### src/rtl/cp0_exc_if.sv
// EX-stage exception/CP0 access bundle between the pipeline and the CP0 exception handler.
interface cp0_exc_if #(
  parameter int unsigned IRQ_W = 6
);
  logic [1:0]       exc_code;
  logic             exc_valid;
  logic [31:0]      exc_pc;
  logic             eret;
  logic [IRQ_W-1:0] irq;
  logic             cp0_we;
  logic [4:0]       cp0_addr;
  logic [31:0]      cp0_wdata;
  logic [31:0]      cp0_rdata;
  logic             flush;
  logic             redirect;
  logic [31:0]      redirect_pc;
  logic             exl;

  modport master (
    output exc_code, exc_valid, exc_pc, eret, irq, cp0_we, cp0_addr, cp0_wdata,
    input  cp0_rdata, flush, redirect, redirect_pc, exl
  );

  modport slave (
    input  exc_code, exc_valid, exc_pc, eret, irq, cp0_we, cp0_addr, cp0_wdata,
    output cp0_rdata, flush, redirect, redirect_pc, exl
  );
endinterface

### src/rtl/cp0_exc_handler.sv
// CP0 Status/Cause/EPC owner: takes sync exceptions, interrupts and ERET from the EX stage,
// then flushes the pipeline for one cycle while redirecting the PC.
module cp0_exc_handler #(
  parameter logic [31:0] EXC_VECTOR = 32'h0000_0180,
  parameter int unsigned IRQ_W      = 6
) (
  input logic        clk,
  input logic        rst,
  cp0_exc_if.slave   bus
);
  localparam logic [4:0] ADDR_STATUS = 5'd12;
  localparam logic [4:0] ADDR_CAUSE  = 5'd13;
  localparam logic [4:0] ADDR_EPC    = 5'd14;
  localparam logic [4:0] CODE_RI     = 5'd10;
  localparam logic [4:0] CODE_OV     = 5'd12;
  localparam logic [4:0] CODE_INT    = 5'd0;

  typedef enum logic {RUN, FLUSH} state_t;

  state_t           state_q, state_d;
  logic [IRQ_W-1:0] im_q, im_d;
  logic [IRQ_W-1:0] ip_q;
  logic             ie_q, ie_d;
  logic             exl_q, exl_d;
  logic [4:0]       exccode_q, exccode_d;
  logic [31:0]      epc_q, epc_d;
  logic [31:0]      redirect_pc_q, redirect_pc_d;
  logic             pulse_q, pulse_d;
  logic [31:0]      rdata;

  logic sync_exc, intr_req, eret_req;

  assign sync_exc = bus.exc_valid && (bus.exc_code == 2'b01 || bus.exc_code == 2'b10);
  assign intr_req = bus.exc_valid && ie_q && !exl_q && (|(bus.irq & im_q));
  assign eret_req = bus.exc_valid && bus.eret;

  // State register; IP tracks the interrupt lines every cycle regardless of state.
  always_ff @(posedge clk) begin
    if (rst) begin
      state_q       <= RUN;
      im_q          <= '0;
      ip_q          <= '0;
      ie_q          <= 1'b0;
      exl_q         <= 1'b0;
      exccode_q     <= '0;
      epc_q         <= '0;
      redirect_pc_q <= '0;
      pulse_q       <= 1'b0;
    end else begin
      state_q       <= state_d;
      im_q          <= im_d;
      ip_q          <= bus.irq;
      ie_q          <= ie_d;
      exl_q         <= exl_d;
      exccode_q     <= exccode_d;
      epc_q         <= epc_d;
      redirect_pc_q <= redirect_pc_d;
      pulse_q       <= pulse_d;
    end
  end

  // Next-state: one prioritized action per RUN cycle; FLUSH ignores squashed-instruction inputs.
  always_comb begin
    state_d       = state_q;
    im_d          = im_q;
    ie_d          = ie_q;
    exl_d         = exl_q;
    exccode_d     = exccode_q;
    epc_d         = epc_q;
    redirect_pc_d = redirect_pc_q;
    pulse_d       = 1'b0;

    case (state_q)
      RUN: begin
        if (sync_exc) begin
          exccode_d     = (bus.exc_code == 2'b01) ? CODE_RI : CODE_OV;
          if (!exl_q) epc_d = bus.exc_pc;
          exl_d         = 1'b1;
          redirect_pc_d = EXC_VECTOR;
          pulse_d       = 1'b1;
          state_d       = FLUSH;
        end else if (intr_req) begin
          exccode_d     = CODE_INT;
          epc_d         = bus.exc_pc;
          exl_d         = 1'b1;
          redirect_pc_d = EXC_VECTOR;
          pulse_d       = 1'b1;
          state_d       = FLUSH;
        end else if (eret_req) begin
          exl_d         = 1'b0;
          redirect_pc_d = epc_q;
          pulse_d       = 1'b1;
          state_d       = FLUSH;
        end else if (bus.cp0_we) begin
          case (bus.cp0_addr)
            ADDR_STATUS: begin
              im_d  = bus.cp0_wdata[10 +: IRQ_W];
              exl_d = bus.cp0_wdata[1];
              ie_d  = bus.cp0_wdata[0];
            end
            ADDR_EPC: epc_d = bus.cp0_wdata;
            default: ;
          endcase
        end
      end
      FLUSH: state_d = RUN;
      default: state_d = RUN;
    endcase
  end

  // MFC0 read mux; unmapped addresses return zero.
  always_comb begin
    rdata = '0;
    case (bus.cp0_addr)
      ADDR_STATUS: begin
        rdata[10 +: IRQ_W] = im_q;
        rdata[1]           = exl_q;
        rdata[0]           = ie_q;
      end
      ADDR_CAUSE: begin
        rdata[10 +: IRQ_W] = ip_q;
        rdata[6:2]         = exccode_q;
      end
      ADDR_EPC: rdata = epc_q;
      default: ;
    endcase
  end

  assign bus.cp0_rdata   = rdata;
  assign bus.flush       = pulse_q;
  assign bus.redirect    = pulse_q;
  assign bus.redirect_pc = redirect_pc_q;
  assign bus.exl         = exl_q;
endmodule
### src/flat_wrapper.sv
// flat-port wrapper written by rule: the top's interface ports become plain ports
module cp0_exc_handler_flat 
#(
  parameter logic [31:0] EXC_VECTOR = 32'h0000_0180,
  parameter int unsigned IRQ_W      = 6
)
  (clk, rst, bus_exc_code, bus_exc_valid, bus_exc_pc, bus_eret, bus_irq, bus_cp0_we, bus_cp0_addr, bus_cp0_wdata, bus_cp0_rdata, bus_flush, bus_redirect, bus_redirect_pc, bus_exl);
  cp0_exc_if #(.IRQ_W(IRQ_W)) bus_i ();
  input logic clk;
  input logic rst;
  input wire logic [$bits(bus_i.exc_code)-1:0] bus_exc_code;
  input wire logic [$bits(bus_i.exc_valid)-1:0] bus_exc_valid;
  input wire logic [$bits(bus_i.exc_pc)-1:0] bus_exc_pc;
  input wire logic [$bits(bus_i.eret)-1:0] bus_eret;
  input wire logic [$bits(bus_i.irq)-1:0] bus_irq;
  input wire logic [$bits(bus_i.cp0_we)-1:0] bus_cp0_we;
  input wire logic [$bits(bus_i.cp0_addr)-1:0] bus_cp0_addr;
  input wire logic [$bits(bus_i.cp0_wdata)-1:0] bus_cp0_wdata;
  output wire logic [$bits(bus_i.cp0_rdata)-1:0] bus_cp0_rdata;
  output wire logic [$bits(bus_i.flush)-1:0] bus_flush;
  output wire logic [$bits(bus_i.redirect)-1:0] bus_redirect;
  output wire logic [$bits(bus_i.redirect_pc)-1:0] bus_redirect_pc;
  output wire logic [$bits(bus_i.exl)-1:0] bus_exl;
  assign bus_i.exc_code = bus_exc_code;
  assign bus_i.exc_valid = bus_exc_valid;
  assign bus_i.exc_pc = bus_exc_pc;
  assign bus_i.eret = bus_eret;
  assign bus_i.irq = bus_irq;
  assign bus_i.cp0_we = bus_cp0_we;
  assign bus_i.cp0_addr = bus_cp0_addr;
  assign bus_i.cp0_wdata = bus_cp0_wdata;
  assign bus_cp0_rdata = bus_i.cp0_rdata;
  assign bus_flush = bus_i.flush;
  assign bus_redirect = bus_i.redirect;
  assign bus_redirect_pc = bus_i.redirect_pc;
  assign bus_exl = bus_i.exl;
  cp0_exc_handler #(.EXC_VECTOR(EXC_VECTOR), .IRQ_W(IRQ_W)) u_core (.clk(clk), .rst(rst), .bus(bus_i));
endmodule
### config.mk
export PLATFORM = sky130hd
export DESIGN_NAME = cp0_exc_handler_flat
export DESIGN_NICKNAME = d
export VERILOG_FILES = /design/src/rtl/cp0_exc_if.sv /design/src/rtl/cp0_exc_handler.sv /design/src/flat_wrapper.sv
export SDC_FILE = /design/constraint.sdc
export NUM_CORES = 1
export LEC_CHECK = 0
export CAP_MARGIN = 20
export CORE_MARGIN = 10
export CORE_UTILIZATION = 47
export CTS_BUF_LIST = sky130_fd_sc_hd__clkbuf_16
export CTS_CLUSTER_DIAMETER = 30
export CTS_CLUSTER_SIZE = 8
export DETAILED_ROUTE_END_ITERATION = 8
export GPL_ROUTABILITY_DRIVEN = 0
export PLACE_DENSITY = 0.85
export SLEW_MARGIN = 20
export SYNTH_ARGS = -nofsm -noshare
export SYNTH_HDL_FRONTEND = slang
export SYNTH_SLANG_ARGS = --single-unit
### constraint.sdc
create_clock -name clk -period 4 [get_ports clk]
set_input_delay 0.6 -clock clk [delete_from_list [all_inputs] [get_ports clk]]
set_output_delay 0.6 -clock clk [all_outputs]
set_load 0.005 [all_outputs]
# Word-level counts from Yosys, hierarchy flattened
# Index checks and enable logic that the tools add are counted.
[word_totals] regBits=85 elab_cells=67
[op_classes] bitwise_logic=5 mux=26 n_eq_ne=7 n_reduce_logical=20
[ops] cell="2-to-1 mux 32 bit" count=9
[ops] cell="case mux 6 bit (3 select lines)" count=1
[ops] cell="2-to-1 mux 16 bit" count=1
[ops] cell="== test 5 x 4 -> 1 bit (second input constant)" count=3
[ops] cell="2-to-1 mux 5 bit" count=2
[ops] cell="case mux 5 bit (2 select lines)" count=1
[ops] cell="nonzero test 3 bit" count=3
[ops] cell="2-to-1 mux 1 bit" count=8
[ops] cell="nonzero test 4 bit" count=2
[ops] cell="AND 6 bit" count=1
[ops] cell="2-to-1 mux 3 bit" count=2
[ops] cell="AND reduction 6 bit" count=1
[ops] cell="OR reduction 6 bit" count=1
[ops] cell="logical AND 1 bit" count=5
[ops] cell="AND reduction 5 bit" count=1
[ops] cell="NOT 1 bit" count=4
[ops] cell="case mux 2 bit (2 select lines)" count=1
[ops] cell="AND reduction 2 bit" count=2
[ops] cell="inequality test 3 x 1 -> 1 bit (second input constant)" count=1
[ops] cell="AND reduction 3 bit" count=1
[ops] cell="== test 2 x 1 -> 1 bit (second input constant)" count=1
[ops] cell="== test 2 bit (second input constant)" count=1
[ops] cell="inequality test 2 bit (second input constant)" count=1
[ops] cell="case mux 1 bit (2 select lines)" count=1
[ops] cell="other kinds (4)" count=4

# Logic depth before layout (Yosys ltp)
[logic_depth] depth_word=6 depth_mapped=9 ltp_nobuf=7

# Least setup slack after synthesis
# Ideal clock, no wire load.
[synth_timing] path_type="input to register" start="input port bus_exc_code[1]" end="register u_core.epc_q[0]" cell_stages=8 setup_time_ns=0.095 path_buffers=1 t_required_ns=3.905 path_slack_ns=1.721 arrival_time_ns=2.183 cell_sequence="inv_1 ha_1 nor2b_1 a221o_1 o2111ai_2 o21ai_1 buf_1 a221oi_1"
[synth_via] elab_chain_len=5 word_cells_on_any_way=10
[synth_lines] element="from (decl)" line="flat_wrapper.sv:11" source="input wire logic [$bits(bus_i.exc_code)-1:0] bus_exc_code;"
[synth_lines] element="== test 2 x 1 -> 1 bit / == test 2 bit (equally long branches)" line="cp0_exc_handler.sv:33" source="assign sync_exc = bus.exc_valid && (bus.exc_code == 2'b01 || bus.exc_code == 2'b10);"
[synth_lines] element="logical OR 1 bit *" line="cp0_exc_handler.sv:33"
[synth_lines] element="logical AND 1 bit *" line="cp0_exc_handler.sv:33"
[synth_lines] element="inequality test 3 x 1 -> 1 bit (no line), or another cell as far along"
[synth_lines] element="AND reduction 5 bit (no line)"
[synth_lines] element="to (signal assigned)" line="cp0_exc_handler.sv:56" source="epc_q <= epc_d;"
[synth_lines] element="to (decl)" line="cp0_exc_handler.sv:26" source="logic [31:0] epc_q, epc_d;"
# Mark *: on every way between the ends. The rest lies on a longest branch, timed or not.
# A chain may end at the register's enable or synchronous reset.

# Worst setup path after layout
[layout_timing] start="input port bus_cp0_addr[1]" end="output port bus_cp0_rdata[9]"
[layout_via] elab_chain_len=2
[layout_lines] element="from (decl)" line="flat_wrapper.sv:17" source="input wire logic [$bits(bus_i.cp0_addr)-1:0] bus_cp0_addr;"
[layout_lines] element="== test 5 x 4 -> 1 bit" line="cp0_exc_handler.sv:114" source="case (bus.cp0_addr)"
[layout_lines] element="2-to-1 mux 3 bit" line="cp0_exc_handler.sv:114"
[layout_lines] element="to (decl)" line="flat_wrapper.sv:19" source="output wire logic [$bits(bus_i.cp0_rdata)-1:0] bus_cp0_rdata;"
# Every way passes these cells.

==> metrics.md <==
| Metric | Value |
|---|---|
| Clock transition at path regs | `0.06 ns` |
| Initial drt markers | `256` |
| Initial antenna violation count | `0` |
| Final setup viols | `0` |
| Setup Skew | `0.00421 ns` |
| Rel. slew slack | `0.492` |
| CP startpoint | `bus_cp0_addr[1]` |
| Mean Syn Cell Area | `8.50 um^2` |
| Tot Pwr | `1.95 mW` |
| CTS Hold Bufs | `0` |
| Grt ovf | `0` |
| F_max | `300 MHz` |
| Register area share after synthesis | `0.439` |
| Design area | `5620 um^2` |
| Max FO, Critical Path | `15` |
| Detailed Route WL | `12,900 um` |
| WS Path Type | `primary input to output pin` |
| Post-synth top area share | `0.439` |
| Global-route wire length before repair | `20,300 um` |
| Gr usage total | `0.212` |
| WL/cell | `18.9 um` |
| Root buffer cell | `clkbuf_16` |
| Hold Fails Final Rpt | `0` |
| Via count | `3,834` |
| Core Region | `7730 um^2` |
| FP Rows | `32` |
| PwrDens | `346 nW/um^2` |
| Yosys reg bits | `82` |
| Setup bufs post-CTS | `0` |
| Synth Net Count | `523` |
| CP Capture Type | `output pin` |
| Max Buffers Root-to-Sink | `2` |
| Area Growth Syn to Fin | `50.3%` |
| VDD IR max | `0.000228 V` |
| DRT Pass-1 Iters | `5` |
| Fin util | `0.727` |
| Leading cell type in the layout, fill and taps excluded | `clkdlybuf4s50_1` |
| Setup TNS | `0 ns` |
| Critical R2R Launch | `u_core.im_q[3]` |
| Max_cap viols | `0` |
| Leakage Power | `2.16 nW` |
| Port bufs | `148` |
| Die ar. | `11,900 um^2` |
| CTS tree | `done` |
| Synthesis Warnings | `0` |
| Die Wd | `109 um` |
| Leading area contributor after synthesis | `dfxtp_1` |
| Post-Synthesis Cell Area | `3740 um^2` |
| Most frequent cells in the layout | `clkdlybuf4s50_1 (147), dfxtp_1 (82), nand2_1 (65)` |
| Vias/cell | `5.61` |
| Outcome | `finished, final reports clean` |
| Maximum number of pins on one net before global-route repair | `34` |
| RSZ-0062 raised after global routing | `no` |
| Io pins | `149` |
| Critical path startpoint category | `primary input` |
| Worst Path Required | `3.40 ns` |
| Diode count | `0` |
| DRC violations left | `0` |
| Post-synthesis instance total | `440` |
| Nets | `659` |
| Layout cells sized above 1 | `0.0637` |
| H-Tree Depth | `3` |
| Dpl hpwl | `9410 um` |
| Crit path DAT | `2.73 ns` |
| Hold_sp | `u_core.bus.redirect_pc[28]` |
| Total CTS buffers | `9` |
| Initial Util | `0.484` |
| Pins Over Slew Limit | `0` |
| Vias in the first global route | `3,919` |
| Worst-Skew Late Latency | `0.33 ns` |
| Antenna-violating nets left | `0` |
| Area contributors post-synth | `dfxtp_1 (44%), mux2i_1 (13%), a221oi_1 (7.5%)` |
| Worst Max-Slew Pin Slew | `0.760 ns` |
| Crit path time final | `3.33 ns` |
| Post_cts resized | `0` |
| Hold slack | `0.453 ns` |
| Netlist cell types | `33` |
| Final worst-path cycle share | `0.833` |
| Clock sink count | `82` |
| Chip height | `109 um` |
| Worst min path class | `register to register` |
| Placed Area | `5320 um^2` |
-- cell families after synthesis --
| family | share of synthesized area |
|---|---|
| AOI/OAI and AO/OA | 0.171 |
| muxes | 0.126 |
| and+or+nand+nor | 0.217 |
| adders and majority gates | 0.00335 |
| buffers and inverters | 0.0442 |
| DFF | 0.439 |
-- final timing paths --
kind,cells after the start,end,slack (ns)
min,2,u_core.bus.redirect_pc[28],0.45
min reg2reg,2,u_core.bus.redirect_pc[28],0.45
max,6,bus_cp0_rdata[9],0.67
max reg2reg,5,u_core.epc_q[12],1.80
-- routing by layer --
metal	routed length, um	vias up	track usage
met5	0	-	0
met4	189	0	0.0762
met3	1420	13	0.0737
met2	6200	215	0.354
met1	5070	1804	0.248
li1	-	1802	-
-- state kept, by name, summed over array words and instances (netlist names) --
register / flops
u_core.state_q: 1
u_core.im_q: 6
u_core.exccode_q: 3
u_core.epc_q: 32
u_core.bus.redirect_pc: 32
u_core.bus.exl: 1
u_core.ip_q: 6
u_core.ie_q: 1
-- layout make-up --
type / count / area, um^2
flip-flops and latches: 82 / 1640
well taps: 102 / 128
clock inverters: 7 / 70.1
inverters: 3 / 11.3
fillers: 574 / 2110
multi-input cells: 318 / 1960
repair buffers: 162 / 1580
clock buffers: 9 / 225
-- power by group --
group | total, mW | switching, mW | leakage, nW | internal (mW)
Sequential | 0.871 | 0.0237 | 0.666 | 0.847
Clock | 0.818 | 0.337 | 0.137 | 0.481
Combinational | 0.258 | 0.116 | 1.35 | 0.141
Total | 1.95 | 0.477 | 2.16 | 1.47
-- stage by stage --
step / worst slack [ns] / instances
after global placement: 0.771 / 667
after detailed placement: 0.687 / 667
after CTS: 0.684 / 683
after global routing: 0.530 / 683
after floorplan: 1.72 / 440
final: 0.668 / 683
-- worst max-delay path: stages --
cell and delay (ns):
clkdlybuf4s50_1 0.49, nor2b_1 0.16, nor2b_1 0.49, buf_4 0.29, and2_1 0.17, clkdlybuf4s50_1 0.54
-- Yosys cell counts, drive strengths merged --
| master | count |
|---|---|
| dfxtp | 82 |
| nand2 | 65 |
| nor2 | 53 |
| mux2i | 47 |
| a21oi | 44 |
| a221oi | 32 |
| clkbuf | 28 |
| and2 | 21 |
| nand2b | 16 |
| nor2b | 11 |
| buf | 9 |
| a22oi | 5 |
| o21ai | 5 |
| inv | 3 |
| and3 | 2 |
| nor3 | 2 |
| o2111ai | 2 |
| o21a | 2 |
| a211oi | 1 |
| a221o | 1 |
| ha | 1 |
| nand3 | 1 |
| nand3b | 1 |
| nor4bb | 1 |
| o211ai | 1 |
| o21bai | 1 |
| or2 | 1 |
| or3 | 1 |
| or4b | 1 |
(Power assumes the default switching activity.)
==> patch, RTL diff (config.mk and constraints unchanged) <==
`IRQ_W` is set to 6 in 3 places; all go to 3.
--- a/src/rtl/cp0_exc_if.sv
+++ b/src/rtl/cp0_exc_if.sv
@@ -2,3 +2,3 @@
 interface cp0_exc_if #(
-  parameter int unsigned IRQ_W = 6
+  parameter int unsigned IRQ_W = 3
 );
--- a/src/rtl/cp0_exc_handler.sv
+++ b/src/rtl/cp0_exc_handler.sv
@@ -4,3 +4,3 @@
   parameter logic [31:0] EXC_VECTOR = 32'h0000_0180,
-  parameter int unsigned IRQ_W      = 6
+  parameter int unsigned IRQ_W      = 3
 ) (
--- a/src/flat_wrapper.sv
+++ b/src/flat_wrapper.sv
@@ -4,3 +4,3 @@
   parameter logic [31:0] EXC_VECTOR = 32'h0000_0180,
-  parameter int unsigned IRQ_W      = 6
+  parameter int unsigned IRQ_W      = 3
 )
Ports: changed (resized bus_irq); port bits go from 149 to 146. No check against the original RTL was run, so the function may have changed too.
==> patch against the original RTL <==
Wire length rose by 5.8%. Combinational power is 26% higher. Clock skew increased by 0.00089 ns. Design area fell by 1.3%. Count of clock-buffer cells in the layout unchanged. Sequential cell count is 6 lower. Area after synthesis rose by 1.4%. Power is 0.68% higher. Setup slack better by 0.064 ns. Critical endpoint is now bus_cp0_rdata[12].
==> patch: results (changes against the original RTL) <==
synth cell count leaders: 76 x dfxtp_1, 39 x inv_1, 35 x a22o_1
dominant synthesized flop cell: dfxtp_1
Yosys cell types: 44 (+33%)
first drt pass iteration count: 5 (unchanged)
register area share after synthesis: 40.1% (-3.8 points)
Setup WS pre-CTS: 0.743 ns (+0.0564 ns)
top area cells in the synthesized netlist: dfxtp_1 40%, a22o_1 8.1%, a221oi_1 7.9%, a21o_1 6.3%, a31oi_1 5.4%
number of global-route vias before repair: 4107 (+4.8%)
status: finished, final reports clean
crit-path max FO: 29 (+14)
total track usage: 21.5% (+0.25 points)
Post-CTS Repair Setup Buffers: 0 (unchanged)
hold crit path type: reg2reg
fill cell count: 596 (+3.8%)
iteration-0 DRC count of the detailed router: 377 (+47%)
relative slew slack: 29.3% (-20 points)
Worst-path clk slew: 0.06 ns (about the same)
CTS Buf Count: 9 (unchanged)
via/cell ratio: 6.36 (+13%)
total negative slack: 0 ns (unchanged)
Async SR Flop Fraction: 0% (unchanged)
pin count of the biggest net entering global routing: 53 (+56%)
LEAKAGE: 2.01 nW (-7.0%)
Worst Skew: 0.00511 ns (+0.000894 ns)
Net Count, Synth: 500 (-4.4%)
Sw Share: 24.6% (+0.12 points)
fin nets: 621 (-5.8%)
layout cells sized above 1: 7.52% (+1.2 points)
antenna violations before repair: 0 (unchanged)
post-CTS resize count: 0 (unchanged)
H-tree depth: 3 (unchanged)
Clk Tree Root Cell: clkbuf_16
# diodes: 0 (unchanged)
Arr. time, crit path: 2.67 ns (-0.06 ns)
Max Buffers Root-to-Sink: 2 (unchanged)
VDD IR max: 0.268 mV (+17%)
first-pass GRT wire length: 20.9 mm (+3.0%)
Skew-Pair Late Insertion Delay: 0.32 ns
Post-DP HPWL: 9.33 mm (-0.89%)
Total Routed Length: 13.6 mm (+5.8%)
# port buffers: 145 (-2.0%)
number of warning messages in the yosys log: 0 (unchanged)
## patch: cell types whose count changed after synthesis, sizes merged, moves of 35 or more
cell	delta
nor2	-47
a21oi	-41
nand2	-60
a22o	+35
mux2i	-43
inv	+36
## patch: kinds of logic (layout without fill, tap and decap cells)
group                      Yosys count  after routing  share of synthesized area, %
DFF                                 76             76                          40.1
AOI/OAI and AO/OA                  190            190                          39.1
buffers and inverters               87            212                          10.2
and+or+nand+nor                     62             62                          9.21
muxes                                4              4                          1.06
adders and majority gates            1              1                         0.330
## patch: path summary, 6_finish.rpt
| check | startpoint | end | slack, ns | cells after the start |
|---|---|---|---|---|
| worst max-delay path | bus_cp0_addr[0] | bus_cp0_rdata[12] | 0.73 | 6 |
| worst min-delay path | u_core.bus.redirect_pc[12]$_SDFFE_PP0P_ | u_core.bus.redirect_pc[12]$_SDFFE_PP0P_ | 0.47 | 1 |
| worst max register to register | u_core.state_q$_SDFF_PP0_ | u_core.bus.redirect_pc[30]$_SDFFE_PP0P_ | 1.59 | 5 |
| worst min register to register | u_core.bus.redirect_pc[12]$_SDFFE_PP0P_ | u_core.bus.redirect_pc[12]$_SDFFE_PP0P_ | 0.47 | 1 |
## patch: area by class of cell
type                       count  area share [%]
multi-input combinational    257            34.3
clock inverter                 6            1.44
clock buffer                   9            4.06
timing repair buffer         158            27.8
sequential                    76            27.4
inverter                      39            2.64
tap                          102            2.30
## patch: power by group through the flow
stage	Clock, W	Combinational, W	Sequential [W]
final	0.000831	0.000325	0.000804
after global routing	0.000869	0.000347	0.000806
after CTS	0.000843	0.000320	0.000803
after detailed placement	0	0.000317	0.000819
after global placement	0	0.000308	0.000818
after floorplan	0	0.000179	0.000813
## patch: through the flow
| step | total power (W) | hold slack (ns) | instance area [sq um] | std cells | utilization, % |
|---|---|---|---|---|---|
| CTS | 0.00197 | 0.471 | 5550 | 647 | 71.0 |
| floorplan | 0.000992 | 0.448 | 3790 | 420 | - |
| detailed placement | 0.00114 | 0.458 | 5240 | 632 | 67.1 |
| finish | 0.00196 | 0.471 | 5550 | 647 | 71.0 |
| global placement | 0.00113 | 0.454 | 5240 | 632 | 67.1 |
| global route | 0.00202 | 0.481 | 5550 | 647 | 71.0 |
## patch: per-layer routing
layer	wire (um)	part of all wire (%)	track usage, %
met1	5210	38	25.5
met2	6590	48	35.5
met4	317	2.3	8.36
met5	0	0	0
met3	1510	11	6.61
## patch: worst max-delay path, cell delays in order
cell             delay, ns
clkdlybuf4s50_1       0.42
nand4bb_1             0.19
buf_4                 0.26
nor2_1                0.45
a221o_1               0.24
clkdlybuf4s50_1       0.50
